File: src/rtl/ifetch_queue.sv
// ---------------------------------------------------------------------------
// ifetch_queue -- instruction fetch unit with a prefetch queue (Minisys core)
//
// Issues word reads to a synchronous instruction ROM and buffers each
// returned word, together with its PC, in a DEPTH-entry FIFO. Decode takes
// the queue head over a valid/ready handshake. A single redirect port
// restarts fetch at a new PC and flushes everything already fetched.
//
// Optional feature macro: IFETCH_MISALIGN_EN
//   defined   : adds misalign_o. A redirect to a PC with [1:0] != 0 halts
//               fetch until the next aligned redirect or reset.
//   undefined : redirect_pc_i[1:0] is ignored (fetch PC forced word aligned).
//
// Ports
//   clock, reset              rising-edge clock, synchronous active-high reset
//   rom_en_o, rom_adr_o       ROM read request and word address
//   rom_data_i                ROM read data, valid the cycle after rom_en_o
//   redirect_i, redirect_pc_i flush and restart fetch at redirect_pc_i
//   out_valid_o, out_ready_i  decode handshake on the queue head
//   out_instr_o, out_pc_o     head instruction and its PC
//   out_pc_plus4_o            head PC + 4 (mod 2^AW)
//   count_o                   queue occupancy
//   misalign_o                misaligned-redirect halt flag (macro only)
// ---------------------------------------------------------------------------
module ifetch_queue #(
   parameter int            AW       = 32,
   parameter int            ROM_AW   = 14,
   parameter int            DEPTH    = 4,
   parameter logic [AW-1:0] RESET_PC = '0
) (
   input  logic                    clock,
   input  logic                    reset,
   output logic                    rom_en_o,
   output logic [ROM_AW-1:0]       rom_adr_o,
   input  logic [31:0]             rom_data_i,
   input  logic                    redirect_i,
   input  logic [AW-1:0]           redirect_pc_i,
   output logic                    out_valid_o,
   input  logic                    out_ready_i,
   output logic [31:0]             out_instr_o,
   output logic [AW-1:0]           out_pc_o,
   output logic [AW-1:0]           out_pc_plus4_o,
   output logic [$clog2(DEPTH):0]  count_o
`ifdef IFETCH_MISALIGN_EN
   ,
   output logic                    misalign_o
`endif
);

   localparam int            PW         = $clog2(DEPTH);
   localparam int            CW         = PW + 1;
   localparam logic [CW-1:0] DEPTH_C    = CW'(DEPTH);
   localparam logic [AW-1:0] ALIGN_MASK = ~(AW'(3));

   logic [AW-1:0] fetch_pc_p0;
   logic          vld_p1;
   logic [AW-1:0] pc_p1;

   logic [31:0]   instr_q [DEPTH];
   logic [AW-1:0] pc_q    [DEPTH];
   logic [PW-1:0] rd_ptr;
   logic [PW-1:0] wr_ptr;
   logic [CW-1:0] count;
   logic [CW-1:0] occupancy;

   logic          halt;
   logic          issue;
   logic          push;
   logic          pop;
   logic [AW-1:0] redirect_target;

`ifdef IFETCH_MISALIGN_EN
   logic misalign_q;

   always_ff @(posedge clock) begin
      if (reset) begin
         misalign_q <= 1'b0;
      end else if (redirect_i) begin
         misalign_q <= (redirect_pc_i[1:0] != 2'b00);
      end
   end

   assign halt            = misalign_q;
   assign misalign_o      = misalign_q;
   assign redirect_target = redirect_pc_i;
`else
   assign halt            = 1'b0;
   assign redirect_target = redirect_pc_i & ALIGN_MASK;
`endif

   // In-flight requests are counted so a returning word always has a slot.
   assign occupancy = count + CW'(vld_p1);
   assign issue     = !reset && !redirect_i && !halt && (occupancy < DEPTH_C);
   // A redirect squashes the word returning this cycle.
   assign push      = vld_p1 && !redirect_i;
   assign out_valid_o = !reset && !redirect_i && (count != '0);
   assign pop       = out_valid_o && out_ready_i;

   assign rom_en_o  = issue;
   assign rom_adr_o = fetch_pc_p0[ROM_AW+1:2];

   // ---- p0: fetch PC / request issue -> p1: ROM return ----
   always_ff @(posedge clock) begin
      if (reset) begin
         fetch_pc_p0 <= RESET_PC & ALIGN_MASK;
         vld_p1      <= 1'b0;
         pc_p1       <= '0;
         rd_ptr      <= '0;
         wr_ptr      <= '0;
         count       <= '0;
      end else if (redirect_i) begin
         fetch_pc_p0 <= redirect_target;
         vld_p1      <= 1'b0;
         rd_ptr      <= '0;
         wr_ptr      <= '0;
         count       <= '0;
      end else begin
         vld_p1 <= issue;
         if (issue) begin
            pc_p1       <= fetch_pc_p0;
            fetch_pc_p0 <= fetch_pc_p0 + AW'(4);
         end
         if (push) begin
            wr_ptr <= wr_ptr + 1'b1;
         end
         if (pop) begin
            rd_ptr <= rd_ptr + 1'b1;
         end
         if (push && !pop) begin
            count <= count + 1'b1;
         end else if (pop && !push) begin
            count <= count - 1'b1;
         end
      end
   end

   // ---- p1: ROM return -> queue storage ----
   // Storage is cleared on reset so the head reads as zero until the first push.
   always_ff @(posedge clock) begin
      if (reset) begin
         for (int i = 0; i < DEPTH; i++) begin
            instr_q[i] <= '0;
            pc_q[i]    <= '0;
         end
      end else if (push) begin
         instr_q[wr_ptr] <= rom_data_i;
         pc_q[wr_ptr]    <= pc_p1;
      end
   end

   assign out_instr_o    = instr_q[rd_ptr];
   assign out_pc_o       = pc_q[rd_ptr];
   assign out_pc_plus4_o = pc_q[rd_ptr] + AW'(4);
   assign count_o        = count;

endmodule
File: config.mk
export PLATFORM = sky130hd
export DESIGN_NAME = ifetch_queue
export DESIGN_NICKNAME = d
export VERILOG_FILES = /design/src/rtl/ifetch_queue.sv
export SDC_FILE = /design/constraint.sdc
export NUM_CORES = 1
export LEC_CHECK = 0
export CAP_MARGIN = 20
export CORE_AREA = 2 2 205 207
export DETAILED_ROUTE_END_ITERATION = 12
export DIE_AREA = 0 0 207 209
export MAX_ROUTING_LAYER = met4
export SETUP_SLACK_MARGIN = 0.4
export SLEW_MARGIN = 5
export SYNTH_ARGS = -nofsm -noshare
export SYNTH_HDL_FRONTEND = slang
export SYNTH_SLANG_ARGS = --single-unit
File: constraint.sdc
create_clock -name clock -period 19 [get_ports clock]
set_input_delay 3.8 -clock clock [delete_from_list [all_inputs] [get_ports clock]]
set_output_delay 3.8 -clock clock [all_outputs]
set_load 0.02 [all_outputs]
==> flow_summary.json, run 1 <==
{
  "p_int_mw": 1.272,
  "clk_path_buf_depth": 3,
  "cts-resized-gates": 0,
  "core.rowCount": 75,
  "r2r_setup_slack_ns": 16.58,
  "routabilityCongestion": 0.7461,
  "synthArstFlopShare_pct": 0,
  "drv_cap": 0,
  "fin_setup_tns_ns": 0,
  "cp_cell_sequence": "clkdlybuf4s50_1 > nor2_1 > nand2_1 > buf_4 > clkinv_1 > buf_4 > clkdlybuf4s50_1",
  "outcome": "finished, final reports clean",
  "die-area_mm2": 0.04326,
  "dpl.hpwl_um": 20690,
  "synth_cells": 1157,
  "cts_buffers": 37,
  "synth_common_cells": "248 x edfxtp_1, 187 x nor2_1, 160 x nand2_1",
  "critPathMaxFanout": 38,
  "fin_ws_ns": 8.791,
  "grt_first_pass_wirelength_um": 53980,
  "dp_slack_ns": 8.768,
  "grt.busiest_layer": "met2",
  "clkTransAtPathRegs_ns": 0.05,
  "slowest_stage": "clkdlybuf4s50_1",
  "power_frac_comb_pct": 7.4,
  "ys_seq_area_share_pct": 62.25,
  "vias": 9150,
  "p_per_area_mw_per_mm2": 92.34,
  "routed_wl_um": 34710,
  "cpPeakStageDelay_ns": 0.79,
  "postSynthAreaPerCell_um2": 12.29,
  "synth.most_common_cell": "edfxtp_1",
  "wl_per_cell_um": 18.55,
  "fin_skew_ns": 0.008468,
  "drtIter0Drc": 447,
  "drc": 0,
  "cts_root_buf": "clkbuf_16",
  "diodes": 0,
  "cts_setup_buffers": 0,
  "dieHeight_um": 209,
  "p_switching_uw": 354.5,
  "io_pins": 183,
  "use_met1_pct": 20.96,
  "port_buffers": 176,
  "min_period_ns": 10.21,
  "fillerInstances": 3908,
  "viasPerCell": 4.890,
  "grt_max_degree": 69,
  "maxSlewViolCount": 0,
  "core_area_mm2": 0.04129,
  "regArea_mm2": 0.008853,
  "tightest_slew_ns": 1.028,
  "setup_viol": 0,
  "synth_edf_count": 248,
  "fmax_mhz": 97.96,
  "hp-class": "reg -> reg",
  "power_frac_seq_pct": 48.5,
  "cp-start-kind": "input port",
  "cts_tree": "done",
  "worstPathArrival_ns": 6.41,
  "use_met2_pct": 27.80,
  "cts_max_level": 2,
  "area_delta_synth_final_pct": 23.93,
  "met3_usage_pct": 2.645,
  "power.share.switching_pct": 21.79,
  "worstSetupStartpoint": "redirect_i",
  "synth-main-ff-cell": "edfxtp_1",
  "fin_nets": 1378,
  "criticalPathCategory": "in -> out",
  "synth_top_area_cell": "edfxtp_1",
  "antenna_found_initial": 0,
  "cts.sinks": 318,
  "max-vdd-ir-drop_v": 0.00005602,
  "overflow": 0,
  "synth_area_mm2": 0.01421,
  "hold_violations": 0,
  "netlist_top_cells_area": "edfxtp_1 52%, dfxtp_1 9.9%, mux4_2 9.3%, nor2_1 4.9%, nand2_1 4.2%",
  "timing.rr.start": "wr_ptr[0]$_SDFFE_PP0P_",
  "grt_util_all_layers_pct": 16.50,
  "max_slew_margin_pct": 31.47,
  "initial_core_util_pct": 34.43,
  "multi_input_area_mm2": 0.004705,
  "min-delay-start": "pc_p1[10]$_SDFFE_PP0P_",
  "drive_gt1_share_pct": 11.94,
  "first_global_vias": 9309,
  "ys_types": 55,
  "cp-end-kind": "primary output",
  "postCtsHoldBufs": 0,
  "p_clk_share_pct": 44.1,
  "ys_warn_count": 0,
  "synth_top_cell_area_share_pct": 52.39,
  "cp.required_ns": 15.20,
  "antenna_left": 0,
  "rsz0062_at_grt": "false",
  "ys_ff_latch": 318,
  "die-width_um": 207,
  "leakage_nw": 6.419,
  "drt_first_pass_iters": 6,
  "timing.final.crit_share_pct": 53.73,
  "clkLatencyLatePin_ns": 0.52
}
[path summary, 6_finish.rpt]
check	to	cells after the start
worst max-delay path	rom_en_o	7
worst min-delay path	pc_p1[10]$_SDFFE_PP0P_	2
worst max register to register	instr_q[0][15]$_SDFFCE_PN0P_	3
worst min register to register	pc_p1[10]$_SDFFE_PP0P_	2
[state kept, by name, summed over array words and instances (netlist names), named ones only]
signal / count
pc_q: 120
pc_p1: 30
vld_p1: 1
count_o: 3
wr_ptr: 2
rd_ptr: 2
instr_q: 128
fetch_pc_p0: 30
[per-layer routing]
layer,vias to the layer above,wire length [um]
li1,4388,-
met1,4477,15190
met2,239,17140
met3,46,1796
met4,0,588
met5,-,0
[cells in the final DEF (no fill, tap or decap), types with 3 or more instances in the layout]
cell and count:
mux4_2 59, bufinv_16 4, a211oi_1 8, xor2_1 29, nand4_1 18, o21ai_0 8, clkbuf_16 39, edfxtp_1 248
a311oi_1 7, and2_1 34, mux4_1 3, nor2_1 186, a31oi_1 9, nand2_1 159, xnor2_1 17, o21ai_4 4
nor3_1 8, inv_1 73, conb_1 4, a21oi_1 37, buf_4 15, nor4_2 5, o211ai_1 4, or3_1 13
clkbuf_1 9, clkdlybuf4s50_1 175, nor3_2 3, ha_1 3, clkinv_1 5, clkinv_2 4, and4_1 4, dfxtp_1 68
and3_1 8, o311ai_0 3, nand3_1 20, clkbuf_8 4
[per-stage QoR]
stage / area (um2) / utilization (%) / std cells / total power [mW] / hold WS [ns]
floorplan: 14230 / - / 1160 / 0.8686 / 0.4366
global placement: 16380 / 39.68 / 1806 / 0.9237 / 0.4467
detailed placement: 16380 / 39.68 / 1806 / 0.9255 / 0.4498
CTS: 17620 / 42.67 / 1871 / 1.646 / 0.4589
global route: 17620 / 42.67 / 1871 / 1.683 / 0.4789
finish: 17620 / 42.67 / 1871 / 1.627 / 0.4549
[critical path, delay by kind of cell]
family / cells / cell delay (ns)
buf+inv: 5 / 2.12
simple gates: 2 / 0.46
[kinds of logic (layout without fill, tap and decap cells)]
logic type,count (synthesis),count (layout),synth area share (%)
AO/OA/AOI/OAI,85,85,3.662
XOR/XNOR,46,46,2.834
adder cells (fa/ha/maj),4,4,0.4049
buffers and inverters,159,331,5.176
flip-flops,318,318,62.25
multiplexers,65,65,10.13
other,1,4,0.02638
AND/OR/NAND/NOR,479,479,15.52
[layout make-up]
| type | count | share of cell area (%) |
|---|---|---|
| flip-flops and latches | 318 | 50.26 |
| multi-input cells | 683 | 26.70 |
| repair buffers | 191 | 10.61 |
| clock buffers | 52 | 6.044 |
| well taps | 539 | 3.828 |
| inverters | 75 | 1.598 |
| clock inverters | 13 | 0.9588 |
[power by group through the flow]
stage	Sequential (mW)	Clock, mW	Combinational (mW)
5_1_grt	0.792	0.762	0.129
2_1_floorplan	0.802	0	0.0662
4_1_cts	0.789	0.734	0.123
3_5_place_dp	0.803	0	0.122
6_report	0.789	0.718	0.120
3_3_place_gp	0.802	0	0.122
(Power assumes the default switching activity.)
==> inputs of run 2 (changes only) <==
==> constraint.sdc (replaced) <==
create_clock -name clock -period 10.31 [get_ports clock]
set_input_delay 2.062 -clock clock [delete_from_list [all_inputs] [get_ports clock]]
set_output_delay 2.062 -clock clock [all_outputs]
set_load 0.02 [all_outputs]
==> run 2 against run 1 <==
  * Cell area is 0.83% lower
  * Wire length increased by 1.7%
  * Highest routed layer unchanged
  * Clock skew rose by 0.011 ns
  * First-iteration DRC count up 34%
  * Cell count hardly changed
  * Sequential cell count unchanged
  * Combinational power increased by 85%
  * Non-clock buffer count unchanged
  * Global-route usage increased by 0.25 points
  * Count of clock-buffer cells in the layout decreased by 6
  * Clock power is 67% higher
  * Critical path depth did not move
==> flow_summary.json, run 2 (synthesized netlist as in run 1, its figures left out) <==
{
  "dp_slack_ns": 3.517,
  "p_int_mw": 2.220,
  "worstSetupStartpoint": "redirect_i",
  "min-delay-start": "pc_p1[22]$_SDFFE_PP0P_",
  "hold_violations": 0,
  "core_area_mm2": 0.04129,
  "timing.rr.start": "wr_ptr[0]$_SDFFE_PP0P_",
  "wl_per_cell_um": 18.87,
  "fin_ws_ns": 3.503,
  "whs_path_depth": 2,
  "fillerInstances": 3915,
  "power_frac_seq_pct": 50.6,
  "critPathMaxFanout": 38,
  "postLayoutCellArea_mm2": 0.01747,
  "fmax_mhz": 146.9,
  "clkLatencyLatePin_ns": 0.52,
  "leakage_nw": 6.343,
  "cts-resized-gates": 0,
  "core.rowCount": 75,
  "initial_core_util_pct": 34.43,
  "overflow": 0,
  "cp-start-kind": "input port",
  "timing.final.crit_share_pct": 66.03,
  "max-vdd-ir-drop_v": 0.00009555,
  "die-width_um": 207,
  "grt_max_degree": 69,
  "dpl.hpwl_um": 21000,
  "tightest_slew_ns": 1.014,
  "max_slew_margin_pct": 32.39,
  "cts_tree": "done",
  "fin_nets": 1377,
  "min_period_ns": 6.807,
  "first_global_vias": 9258,
  "criticalPathCategory": "in -> out",
  "drtIter0Drc": 598,
  "power.share.switching_pct": 22.75,
  "fin_setup_tns_ns": 0,
  "drv_cap": 0,
  "final_common_cell": "edfxtp_1",
  "multi_input_area_mm2": 0.004705,
  "cts.sinks": 318,
  "dieHeight_um": 209,
  "finalPower_mw": 2.874,
  "p_clk_share_pct": 41.7,
  "top_regs": "instr_q: 128 flops, pc_q: 120 flops",
  "rsz0062_at_grt": "false",
  "io_pins": 183,
  "fin_skew_ns": 0.01898,
  "antenna_left": 0,
  "vias": 9181,
  "cts_max_level": 2,
  "viasPerCell": 4.910,
  "cts_root_buf": "clkbuf_16",
  "setup_viol": 0,
  "dpl-instance-area_mm2": 0.01638,
  "cts_setup_buffers": 0,
  "maxSlewViolCount": 0,
  "postCtsHoldBufs": 0,
  "port_buffers": 176,
  "grt_util_all_layers_pct": 16.74,
  "p_per_area_mw_per_mm2": 164.5,
  "reg2regPathDepth": 3,
  "hp-class": "reg -> reg",
  "area_delta_synth_final_pct": 22.90,
  "clkTransAtPathRegs_ns": 0.05,
  "top_register": "instr_q",
  "drt_first_pass_iters": 5,
  "routabilityCongestion": 0.7286,
  "largest_reg_flops": 128,
  "cp.required_ns": 8.25,
  "worstPathArrival_ns": 4.75,
  "power_frac_comb_pct": 7.7,
  "die-area_mm2": 0.04326,
  "grt_first_pass_wirelength_um": 54540,
  "diodes": 0,
  "min_to": "pc_p1[22]$_SDFFE_PP0P_",
  "dp.cells": 1806,
  "routed_wl_um": 35300,
  "outcome": "finished, final reports clean",
  "instances_no_fill": 1870,
  "drc": 0,
  "cts_buffers": 36,
  "regArea_mm2": 0.008853,
  "clk_path_buf_depth": 3,
  "r2r_setup_slack_ns": 7.90,
  "layout_common_cells": "248 x edfxtp_1, 186 x nor2_1, 175 x clkdlybuf4s50_1",
  "p_switching_uw": 653.6,
  "drive_gt1_share_pct": 11.50,
  "cp-end-kind": "primary output",
  "r2r_end": "instr_q[0][2]$_SDFFCE_PN0P_",
  "antenna_found_initial": 0
}
## run 2: final cells by class
cell class	count	share of cell area (%)
sequential	318	50.68
inverter	75	1.611
clock buffer	46	5.371
clock inverter	18	0.8523
multi-input combinational	683	26.93
timing repair buffer	191	10.70
tap	539	3.860
## run 2: metal layers
metal | part of all wire (%) | track usage (%) | vias to the layer above
li1 | - | - | 4371
met1 | 45 | 22.04 | 4499
met2 | 48 | 26.95 | 254
met3 | 4.9 | 2.795 | 57
met4 | 2.0 | 4.483 | 0
met5 | 0 | - | -
## run 2: stage by stage
stage | utilization [%] | hold WS [ns]
floorplan | - | 0.4366
global placement | 39.68 | 0.4466
CTS | 42.31 | 0.4578
global route | 42.31 | 0.4754
detailed placement | 39.68 | 0.4489
finish | 42.31 | 0.4556
## run 2: worst max-delay path by stage
| stage | end | cells after the start | slack (ns) |
|---|---|---|---|
| 2_1_floorplan | instr_q[3][0]$_DFFE_PP_ | 5 | 2.90 |
| 3_3_place_gp | rom_en_o | 7 | 3.52 |
| 3_5_place_dp | rom_en_o | 7 | 3.52 |
| 5_1_grt | out_pc_plus4_o[31] | 7 | 3.30 |
| 6_report | rom_en_o | 7 | 3.50 |
| 4_1_cts | rom_en_o | 7 | 3.48 |
## run 2: power by group through the flow
stage	logic (mW)	registers [mW]	clock network (mW)
2_1_floorplan	0.122	1.48	0
3_3_place_gp	0.225	1.48	0
3_5_place_dp	0.226	1.48	0
4_1_cts	0.227	1.45	1.23
5_1_grt	0.239	1.46	1.28
6_report	0.222	1.45	1.20
## run 2: worst max-delay path, cell delays in order
cell and delay [ns]:
clkdlybuf4s50_1 0.81, nor2_1 0.41, nand2_1 0.10, buf_4 0.26, clkinv_1 0.07, buf_4 0.32
clkdlybuf4s50_1 0.68
